File: src/rtl/l1_cache_ctrl.sv
// Miss/refill sequencer for the 2-way L1 data cache: load-miss refills,
// write-through stores, saturating hit/miss counters and a sticky timeout flag.
module l1_cache_ctrl #(
    parameter int TIMEOUT = 64,
    parameter int CNT_W   = 16
) (
    input  logic             clk,
    input  logic             rst_n,
    input  logic             load_i,
    input  logic             store_i,
    input  logic [31:0]      addr_i,
    input  logic [31:0]      wdata_i,
    input  logic             cache_hit_i,
    input  logic [31:0]      mem_rdata_i,
    input  logic             mem_ready_i,
    output logic             stall_o,
    output logic             mem_req_o,
    output logic             mem_we_o,
    output logic [31:0]      mem_addr_o,
    output logic [31:0]      mem_wdata_o,
    output logic             refill_we_o,
    output logic [31:0]      refill_addr_o,
    output logic [31:0]      refill_data_o,
    output logic             err_o,
    output logic [CNT_W-1:0] hit_cnt_o,
    output logic [CNT_W-1:0] miss_cnt_o
);
    typedef enum logic [1:0] {IDLE, RD_REQ, REFILL, WR_REQ} state_t;

    localparam int                WAIT_W    = (TIMEOUT > 2) ? $clog2(TIMEOUT) : 1;
    localparam logic [WAIT_W-1:0] WAIT_LAST = WAIT_W'(TIMEOUT - 1);
    localparam logic [CNT_W-1:0]  CNT_MAX   = {CNT_W{1'b1}};

    state_t            state_q, state_d;
    logic [WAIT_W-1:0] wait_q, wait_d;
    logic              mem_req_q, mem_req_d;
    logic              mem_we_q, mem_we_d;
    logic [31:0]       mem_addr_q, mem_addr_d;
    logic [31:0]       mem_wdata_q, mem_wdata_d;
    logic              refill_we_q, refill_we_d;
    logic [31:0]       refill_addr_q, refill_addr_d;
    logic [31:0]       refill_data_q, refill_data_d;
    logic              err_q, err_d;
    logic [CNT_W-1:0]  hit_cnt_q, hit_cnt_d;
    logic [CNT_W-1:0]  miss_cnt_q, miss_cnt_d;

    function automatic logic [CNT_W-1:0] sat_inc(input logic [CNT_W-1:0] v);
        return (v == CNT_MAX) ? v : v + 1'b1;
    endfunction

    // Gated by rst_n so a held store/miss cannot freeze the pipeline during reset.
    assign stall_o = rst_n & ((state_q != IDLE) | store_i | (load_i & ~cache_hit_i));

    always_comb begin
        state_d       = state_q;
        wait_d        = wait_q;
        mem_req_d     = mem_req_q;
        mem_we_d      = mem_we_q;
        mem_addr_d    = mem_addr_q;
        mem_wdata_d   = mem_wdata_q;
        refill_we_d   = refill_we_q;
        refill_addr_d = refill_addr_q;
        refill_data_d = refill_data_q;
        err_d         = err_q;
        hit_cnt_d     = hit_cnt_q;
        miss_cnt_d    = miss_cnt_q;

        case (state_q)
            IDLE: begin
                if (store_i) begin
                    mem_addr_d  = addr_i;
                    mem_wdata_d = wdata_i;
                    mem_we_d    = 1'b1;
                    mem_req_d   = 1'b1;
                    wait_d      = '0;
                    state_d     = WR_REQ;
                end else if (load_i && !cache_hit_i) begin
                    mem_addr_d  = addr_i;
                    mem_we_d    = 1'b0;
                    mem_req_d   = 1'b1;
                    wait_d      = '0;
                    miss_cnt_d  = sat_inc(miss_cnt_q);
                    state_d     = RD_REQ;
                end else if (load_i) begin
                    hit_cnt_d   = sat_inc(hit_cnt_q);
                end
            end
            RD_REQ: begin
                // A ready arriving on the last allowed cycle still completes normally.
                if (mem_ready_i) begin
                    refill_data_d = mem_rdata_i;
                    refill_addr_d = mem_addr_q;
                    mem_req_d     = 1'b0;
                    refill_we_d   = 1'b1;
                    state_d       = REFILL;
                end else if (wait_q == WAIT_LAST) begin
                    mem_req_d     = 1'b0;
                    err_d         = 1'b1;
                    state_d       = IDLE;
                end else begin
                    wait_d        = wait_q + 1'b1;
                end
            end
            REFILL: begin
                refill_we_d = 1'b0;
                state_d     = IDLE;
            end
            WR_REQ: begin
                if (mem_ready_i) begin
                    mem_req_d = 1'b0;
                    mem_we_d  = 1'b0;
                    state_d   = IDLE;
                end else if (wait_q == WAIT_LAST) begin
                    mem_req_d = 1'b0;
                    mem_we_d  = 1'b0;
                    err_d     = 1'b1;
                    state_d   = IDLE;
                end else begin
                    wait_d    = wait_q + 1'b1;
                end
            end
            default: state_d = IDLE;
        endcase
    end

    always_ff @(posedge clk or negedge rst_n) begin
        if (!rst_n) begin
            state_q       <= IDLE;
            wait_q        <= '0;
            mem_req_q     <= 1'b0;
            mem_we_q      <= 1'b0;
            mem_addr_q    <= '0;
            mem_wdata_q   <= '0;
            refill_we_q   <= 1'b0;
            refill_addr_q <= '0;
            refill_data_q <= '0;
            err_q         <= 1'b0;
            hit_cnt_q     <= '0;
            miss_cnt_q    <= '0;
        end else begin
            state_q       <= state_d;
            wait_q        <= wait_d;
            mem_req_q     <= mem_req_d;
            mem_we_q      <= mem_we_d;
            mem_addr_q    <= mem_addr_d;
            mem_wdata_q   <= mem_wdata_d;
            refill_we_q   <= refill_we_d;
            refill_addr_q <= refill_addr_d;
            refill_data_q <= refill_data_d;
            err_q         <= err_d;
            hit_cnt_q     <= hit_cnt_d;
            miss_cnt_q    <= miss_cnt_d;
        end
    end

    assign mem_req_o     = mem_req_q;
    assign mem_we_o      = mem_we_q;
    assign mem_addr_o    = mem_addr_q;
    assign mem_wdata_o   = mem_wdata_q;
    assign refill_we_o   = refill_we_q;
    assign refill_addr_o = refill_addr_q;
    assign refill_data_o = refill_data_q;
    assign err_o         = err_q;
    assign hit_cnt_o     = hit_cnt_q;
    assign miss_cnt_o    = miss_cnt_q;
endmodule

File: config.mk
export PLATFORM = sky130hd
export DESIGN_NAME = l1_cache_ctrl
export DESIGN_NICKNAME = d
export VERILOG_FILES = /design/src/rtl/l1_cache_ctrl.sv
export SDC_FILE = /design/constraint.sdc
export NUM_CORES = 1
export LEC_CHECK = 0
export ABC_CLOCK_PERIOD_IN_PS = 2200
export CORE_MARGIN = 5
export CORE_UTILIZATION = 44
export CTS_CLUSTER_DIAMETER = 60
export DETAILED_ROUTE_END_ITERATION = 6
export PLACE_DENSITY = 0.81
export SYNTH_ARGS = -nofsm -noshare
export SYNTH_HDL_FRONTEND = slang
export SYNTH_SLANG_ARGS = --single-unit
export TNS_END_PERCENT = 5
File: constraint.sdc
create_clock -name clk -period 2.2 [get_ports clk]
set_input_delay 0.33 -clock clk [delete_from_list [all_inputs] [get_ports clk]]
set_output_delay 0.33 -clock clk [all_outputs]
set_load 0.05 [all_outputs]
# After elaboration in Yosys (flattened, before gate mapping)
# Index checks and enable logic that the tools add are counted.
op_classes:
  multipliers: 0
  n_addsub: 3
  mux: 23
  div_mod_pow: 0
  n_reduce_logical: 19
  n_shift: 0
  n_bitwise: 10
  order_cmp: 0
  n_eq_ne: 12
ops:
  columns: ["operator", "n"]
  rows:
  - ["32-bit 2-to-1 mux", 2]
  - ["16-bit by 1-bit adder with 16-bit output (second input constant)", 2]
  - ["16-bit == test (second input constant)", 2]
  - ["6-bit 2-to-1 mux", 4]
  - ["6-bit case mux with 2 select lines", 1]
  - ["2-bit 2-to-1 mux", 5]
  - ["2-bit nonzero test", 5]
  - ["3-bit AND reduction", 3]
  - ["2-bit case mux with 4 select lines", 1]
  - ["2-bit AND reduction", 4]
  - ["4-bit AND reduction", 2]
  - ["1-bit 2-to-1 mux", 7]
  - ["6-bit by 1-bit adder with 6-bit output (second input constant)", 1]
  - ["6-bit == test (second input constant)", 1]
  - ["2-bit inequality test (second input constant)", 3]
  - ["3-bit inequality test (second input constant)", 2]
  - ["1-bit inverter", 6]
  - ["1-bit case mux with 2 select lines", 3]
  - ["5-bit AND reduction", 1]
  - ["2-bit == test (second input constant)", 2]
  - ["3-bit by 1-bit inequality test with 1-bit output (second input constant)", 1]
  - ["1-bit bitwise AND", 2]
  - ["2-bit by 1-bit == test with 1-bit output (second input constant)", 1]
  - ["2-bit logical NOT", 1]
  - ["other kinds (4)", 5]
totals:
  regBits: 172
  word_cells: 79
  latch_bits: 0
  romBits: 0
  input_bits: 102
  output_inout_bits: 165
  ramBits: 0
  mem_count: 0

# Depth between registers and ports, before layout
logic_depth:
  depth_word: 5
  depth_mapped: 7
  mapped_depth_nobuf: 6

# Least setup slack after synthesis
# OpenSTA, ideal clock, no wires.
synth_timing:
  path_type: "flip-flop to flip-flop"
  start: "register hit_cnt_q[0] (netlist: hit_cnt_o[0])"
  end: "register hit_cnt_q[13] (netlist: hit_cnt_o[13])"
  n_path_buf: 0
  path_stages_with_launch: 7
  period_less_slack_ps: 2079
  arrival_time_ps: 1934
  setup_slack_ps: 121
  setup_time_ps: 146
  required_time_ps: 2054
  cell_sequence: "dfrtp_1 ha_1 nand3_1 or4_4 o21ai_2 nor3_1 xor2_1"
synth_via:
  elab_chain_cells: 3
  word_cells_on_any_way: 4
  cone_classes: "1 x add/sub; 1 x eq/ne; 1 x bitwise; 1 x reduce/logical"
synth_rtl:
  columns: ["element", "line_no", "rtl"]
  rows:
  - ["from (decl)", "44", "logic [CNT_W-1:0] hit_cnt_q, hit_cnt_d;"]
  - ["from (signal assigned)", "151", "hit_cnt_q <= hit_cnt_d;"]
  - ["branches (longest 3 deep; another with 16-bit by 1-bit adder with 16-bit output)", null, null]
# Several ways; the timed one is not identified.
# A chain may end at the register's enable or synchronous reset.

# Worst setup path in the final report
layout_timing:
  start: "register state_q[0]"
  end: "output port stall_o"
layout_via:
  elab_chain_cells: 4
layout_rtl:
  columns: ["element", "line_no", "rtl"]
  rows:
  - ["from (decl)", "34", "state_t state_q, state_d;"]
  - ["from (signal assigned)", "141", "state_q <= state_d;"]
  - ["2-bit nonzero test", "52", "assign stall_o = rst_n & ((state_q != IDLE) | store_i | (load_i & ~cache_hit_i));"]
  - ["1-bit bitwise OR (2 in a row)", "52", null]
  - ["1-bit bitwise AND", "52", null]
  - ["to (decl)", "16", "output logic stall_o,"]
# No other way between the ends.

==> impl_metrics.env <==
export IMPL_cpLargestDelayFamily="flip-flops"
export IMPL_area_of_the_multi_input_gates_mm2=0.002422
export IMPL_leftover_overflow_at_the_end_of_global_routing=0
export IMPL_finalNonFillerCells=1039
export IMPL_vias=5061
export IMPL_timing_fmax_mhz=481.0
export IMPL_wire_length_of_the_first_global_routing_pass_um=28840
export IMPL_cp_cell_sequence="or3_4 -> o21a_1 -> buf_12"
export IMPL_critical_path_slowest_cell="sky130_fd_sc_hd__dfrtp_1"
export IMPL_slew_headroom_pct=55.88
export IMPL_worstHoldPathType="input port to async pin"
export IMPL_ctsHtreeMaxLevel=4
export IMPL_dpl_worst_slack_ns=0.1367
export IMPL_leakagePower_nw=4.572
export IMPL_detail_route_wl_per_cell_um=17.04
export IMPL_endpoint_kind="output port"
export IMPL_ff_latch_area_mm2=0.004304
export IMPL_postSynthAreaPerCell_um2=12.70
export IMPL_worst_skew_late_latency_ns=0.42
export IMPL_vdd_ir_drop_max_uv=920.0
export IMPL_layout_cells_most_common="sky130_fd_sc_hd__clkdlybuf4s50_1"
export IMPL_floorplan_die_width_um=134.7
export IMPL_startpoint_class_of_the_critical_path="flop"
export IMPL_cap_violations=0
export IMPL_grt_antenna_before_repair=0
export IMPL_setup_tns_final_ns=0
export IMPL_dieHeight_um=134.7
export IMPL_most_common_layout_cells="sky130_fd_sc_hd__clkdlybuf4s50_1 (264), sky130_fd_sc_hd__dfrtp_1 (172), sky130_fd_sc_hd__nand2_1 (121), sky130_fd_sc_hd__mux2_2 (94), sky130_fd_sc_hd__xnor2_1 (18)"
export IMPL_cts_buffers_inserted=17
export IMPL_r2r_startpoint="hit_cnt_o[0]$_DFFE_PN0P_"
export IMPL_drc=0
export IMPL_placed_cells=1006
export IMPL_endpoint_required_time_on_the_critical_path_ns=1.87
export IMPL_detailedRoute_firstIterationViolations=205
export IMPL_final_period_utilization_pct=94.51
export IMPL_synth_seq_area_share_pct=62.88
export IMPL_synth_lib_cells_used_distinct=40
export IMPL_fin_max_slew_vios=0
export IMPL_synthesis_nets=644
export IMPL_floorplan_initialDensity_pct=44.86
export IMPL_drt_wl_total_um=17710
export IMPL_pin_count_of_the_biggest_net_entering_global_routing=106
export IMPL_whs_ns=0.3079
export IMPL_cp_num_buf_inv=1
export IMPL_timing_worst_slew_pin_value_ns=0.6618
export IMPL_detailedPlacementHpwl_um=12960
export IMPL_clkSlewWorstSetupHoldPaths_ns=0.06
export IMPL_cts_resized_gates=0
export IMPL_rsz_0062_raised_after_global_routing="no"
export IMPL_floorplan_core_area_mm2=0.01526
export IMPL_fraction_of_layout_cells_with_a_size_suffix_above_1_pct=18.00
export IMPL_cts_max_path_buffers=2
export IMPL_synth_seq_cells=172
export IMPL_reg2reg_setup_slack_ns=0.31
export IMPL_post_cts_setup_buffer_count=0
export IMPL_worstReg2RegEnd="hit_cnt_o[15]$_DFFE_PN0P_"
export IMPL_syn_instance_count=539
export IMPL_cp_arrival_ns=1.75
export IMPL_ioPinCount=267
export IMPL_routed_via_count_divided_by_cell_count=4.871
export IMPL_timing_final_crit_period_ns=2.079
export IMPL_gpl_final_weighted_congestion=0.8101
export IMPL_power_per_cell_area_mw_per_mm2=1745
export IMPL_clock_skew_ns=0.01055
export IMPL_cts_tree="built"
export IMPL_cts_sink_count=172
export IMPL_rows=45
export IMPL_antenna_diode_count=0
export IMPL_cts_root_buffer="sky130_fd_sc_hd__clkbuf_16"
export IMPL_number_of_nets_with_antenna_violations_after_routing=0
export IMPL_grt_pass1_vias=5461
export IMPL_flow_area_growth_from_synthesis_pct=53.02
export IMPL_layout_filler_cells=1082
export IMPL_floorplan_die_area_mm2=0.01815
export IMPL_worst_path_largest_cell_delay_ns=0.53
export IMPL_dr_pass1_iters=4
export IMPL_buffer_ports_inserted=266
export IMPL_final_hold_violation_count=0
export IMPL_path_max_fanout=10
export IMPL_run_status="finished clean"
export IMPL_setup_violations_final=0
export IMPL_timing_setup_critical_path_class="flop to output port"
export IMPL_finalNetCount=920
export IMPL_worst_r2r_path_depth=6
export IMPL_synth_yosys_warnings=0
export IMPL_grtUsageTotal_pct=19.99
export IMPL_mappedNetlistArea_mm2=0.006845
export IMPL_postLayoutSetupSlackWorst_ns=0.1208
==> worst reg2reg max path, delay by kind of cell, from the launching register on <==
kind | cells | cell delay (ns)
fa+ha+maj | 1 | 0.22
simple gates | 3 | 0.74
flops | 1 | 0.44
compound gates | 1 | 0.22
xor+xnor | 1 | 0.14
==> worst max path at each step <==
stage                        startpoint                         end  slack (ns)  cells after the start
5_1_grt          state_q[0]$_DFFE_PN0P_                     stall_o        0.05                      3
4_1_cts          state_q[0]$_DFFE_PN0P_                     stall_o        0.09                      3
3_3_place_gp                     load_i  miss_cnt_o[14]$_DFFE_PN0P_        0.20                      6
6_report         state_q[0]$_DFFE_PN0P_                     stall_o        0.12                      3
3_5_place_dp                    store_i    hit_cnt_o[5]$_DFFE_PN0P_        0.14                      6
2_1_floorplan  hit_cnt_o[0]$_DFFE_PN0P_   hit_cnt_o[13]$_DFFE_PN0P_        0.12                      6
==> metrics by stage <==
stage / total power [W] / area (µm²) / utilization, %
floorplan: 0.01159 / 6845 / -
global placement: 0.01496 / 9819 / 64.35
detailed placement: 0.01518 / 9819 / 64.35
CTS: 0.01848 / 10480 / 68.65
global route: 0.01916 / 10480 / 68.65
finish: 0.01828 / 10480 / 68.65
==> sequential cells by signal, summed over array words and instances (netlist names) <==
name           flops
refill_addr_o     32
refill_we_o        1
mem_addr_o        32
err_o              1
mem_req_o          1
miss_cnt_o        16
mem_wdata_o       32
refill_data_o     32
wait_q             6
state_q            2
hit_cnt_o         16
mem_we_o           1
==> report_power, final <==
group / switching (W) / internal (W) / leakage, nW
sequential: 0.000882 / 0.00447 / 2.14
combinational: 0.00623 / 0.00347 / 2.13
clock: 0.00120 / 0.00203 / 0.310
total: 0.00831 / 0.00997 / 4.57
==> cell usage after synthesis <==
library cell / n / area [µm²]
sky130_fd_sc_hd__dfrtp_1: 172 / 4304
sky130_fd_sc_hd__nand2_1: 121 / 454.2
sky130_fd_sc_hd__mux2_2: 94 / 1059
sky130_fd_sc_hd__xnor2_1: 18 / 157.7
sky130_fd_sc_hd__nand4_1: 15 / 93.84
sky130_fd_sc_hd__nand3_1: 14 / 70.07
sky130_fd_sc_hd__buf_2: 12 / 60.06
sky130_fd_sc_hd__nor2_1: 12 / 45.04
sky130_fd_sc_hd__xor2_1: 11 / 96.34
sky130_fd_sc_hd__o21ai_0: 9 / 45.04
sky130_fd_sc_hd__clkbuf_1: 7 / 26.28
sky130_fd_sc_hd__nor3_1: 7 / 35.03
sky130_fd_sc_hd__inv_1: 4 / 15.01
sky130_fd_sc_hd__a21oi_1: 3 / 15.01
sky130_fd_sc_hd__and3_1: 3 / 18.77
sky130_fd_sc_hd__buf_6: 3 / 33.78
sky130_fd_sc_hd__ha_1: 3 / 37.54
sky130_fd_sc_hd__mux2_1: 3 / 33.78
sky130_fd_sc_hd__a31oi_1: 2 / 12.51
sky130_fd_sc_hd__and4_1: 2 / 17.52
sky130_fd_sc_hd__nand2b_1: 2 / 12.51
sky130_fd_sc_hd__nand3b_1: 2 / 15.01
sky130_fd_sc_hd__nand4b_1: 2 / 17.52
sky130_fd_sc_hd__or3_4: 2 / 22.52
sky130_fd_sc_hd__a21boi_0: 1 / 7.510
sky130_fd_sc_hd__and2_1: 1 / 6.260
sky130_fd_sc_hd__nand3_2: 1 / 10.01
sky130_fd_sc_hd__nor2b_1: 1 / 6.260
sky130_fd_sc_hd__nor3_4: 1 / 16.27
sky130_fd_sc_hd__nor4_1: 1 / 6.260
sky130_fd_sc_hd__nor4_2: 1 / 12.51
sky130_fd_sc_hd__o21a_1: 1 / 7.510
sky130_fd_sc_hd__o21ai_2: 1 / 8.760
sky130_fd_sc_hd__o21bai_1: 1 / 7.510
sky130_fd_sc_hd__o22ai_1: 1 / 6.260
sky130_fd_sc_hd__o31a_2: 1 / 10.01
sky130_fd_sc_hd__or2_1: 1 / 6.260
sky130_fd_sc_hd__or3b_1: 1 / 8.760
sky130_fd_sc_hd__or4_4: 1 / 11.26
sky130_fd_sc_hd__xnor2_2: 1 / 16.27
==> layout make-up <==
| cell class | instances | area share [%] |
|---|---|---|
| multi-input cells | 341 | 23.12 |
| inverters | 4 | 0.1433 |
| repair buffers | 279 | 26.96 |
| clock inverters | 9 | 1.505 |
| well taps | 211 | 2.520 |
| flip-flops and latches | 172 | 41.09 |
| clock buffers | 23 | 4.658 |
==> per-layer routing <==
layer  vias up  wire length (µm)  global-route usage (%)  share of wire (%)
met5         -                 0                       0                  0
met4         0               220                   6.109                1.2
met3        20              1658                   6.893                9.4
met2       206              8671                   33.46                 49
met1      2447              7156                   24.50                 40
li1       2388                 -                       -                  -
==> kinds of logic (layout without fill, tap and decap cells) <==
family,count (synthesis),count (layout),share of synthesized area (%)
DFF,172,172,62.88
buffers and inverters,26,315,1.974
adders and majority gates,3,3,0.5484
muxes,97,97,15.96
AOI/OAI and AO/OA,20,20,1.755
and+or+nand+nor,191,191,12.94
xor gates and xnor gates,30,30,3.948
==> timing repair <==
| item | 4_1_cts | 5_1_grt |
|---|---|---|
| endpoints found under the setup margin | 0 | 0 |
| hold buffers | 1 | 0 |
| hold endpoints to repair | 15 | 0 |
Power figures use the tool's default switching activity.
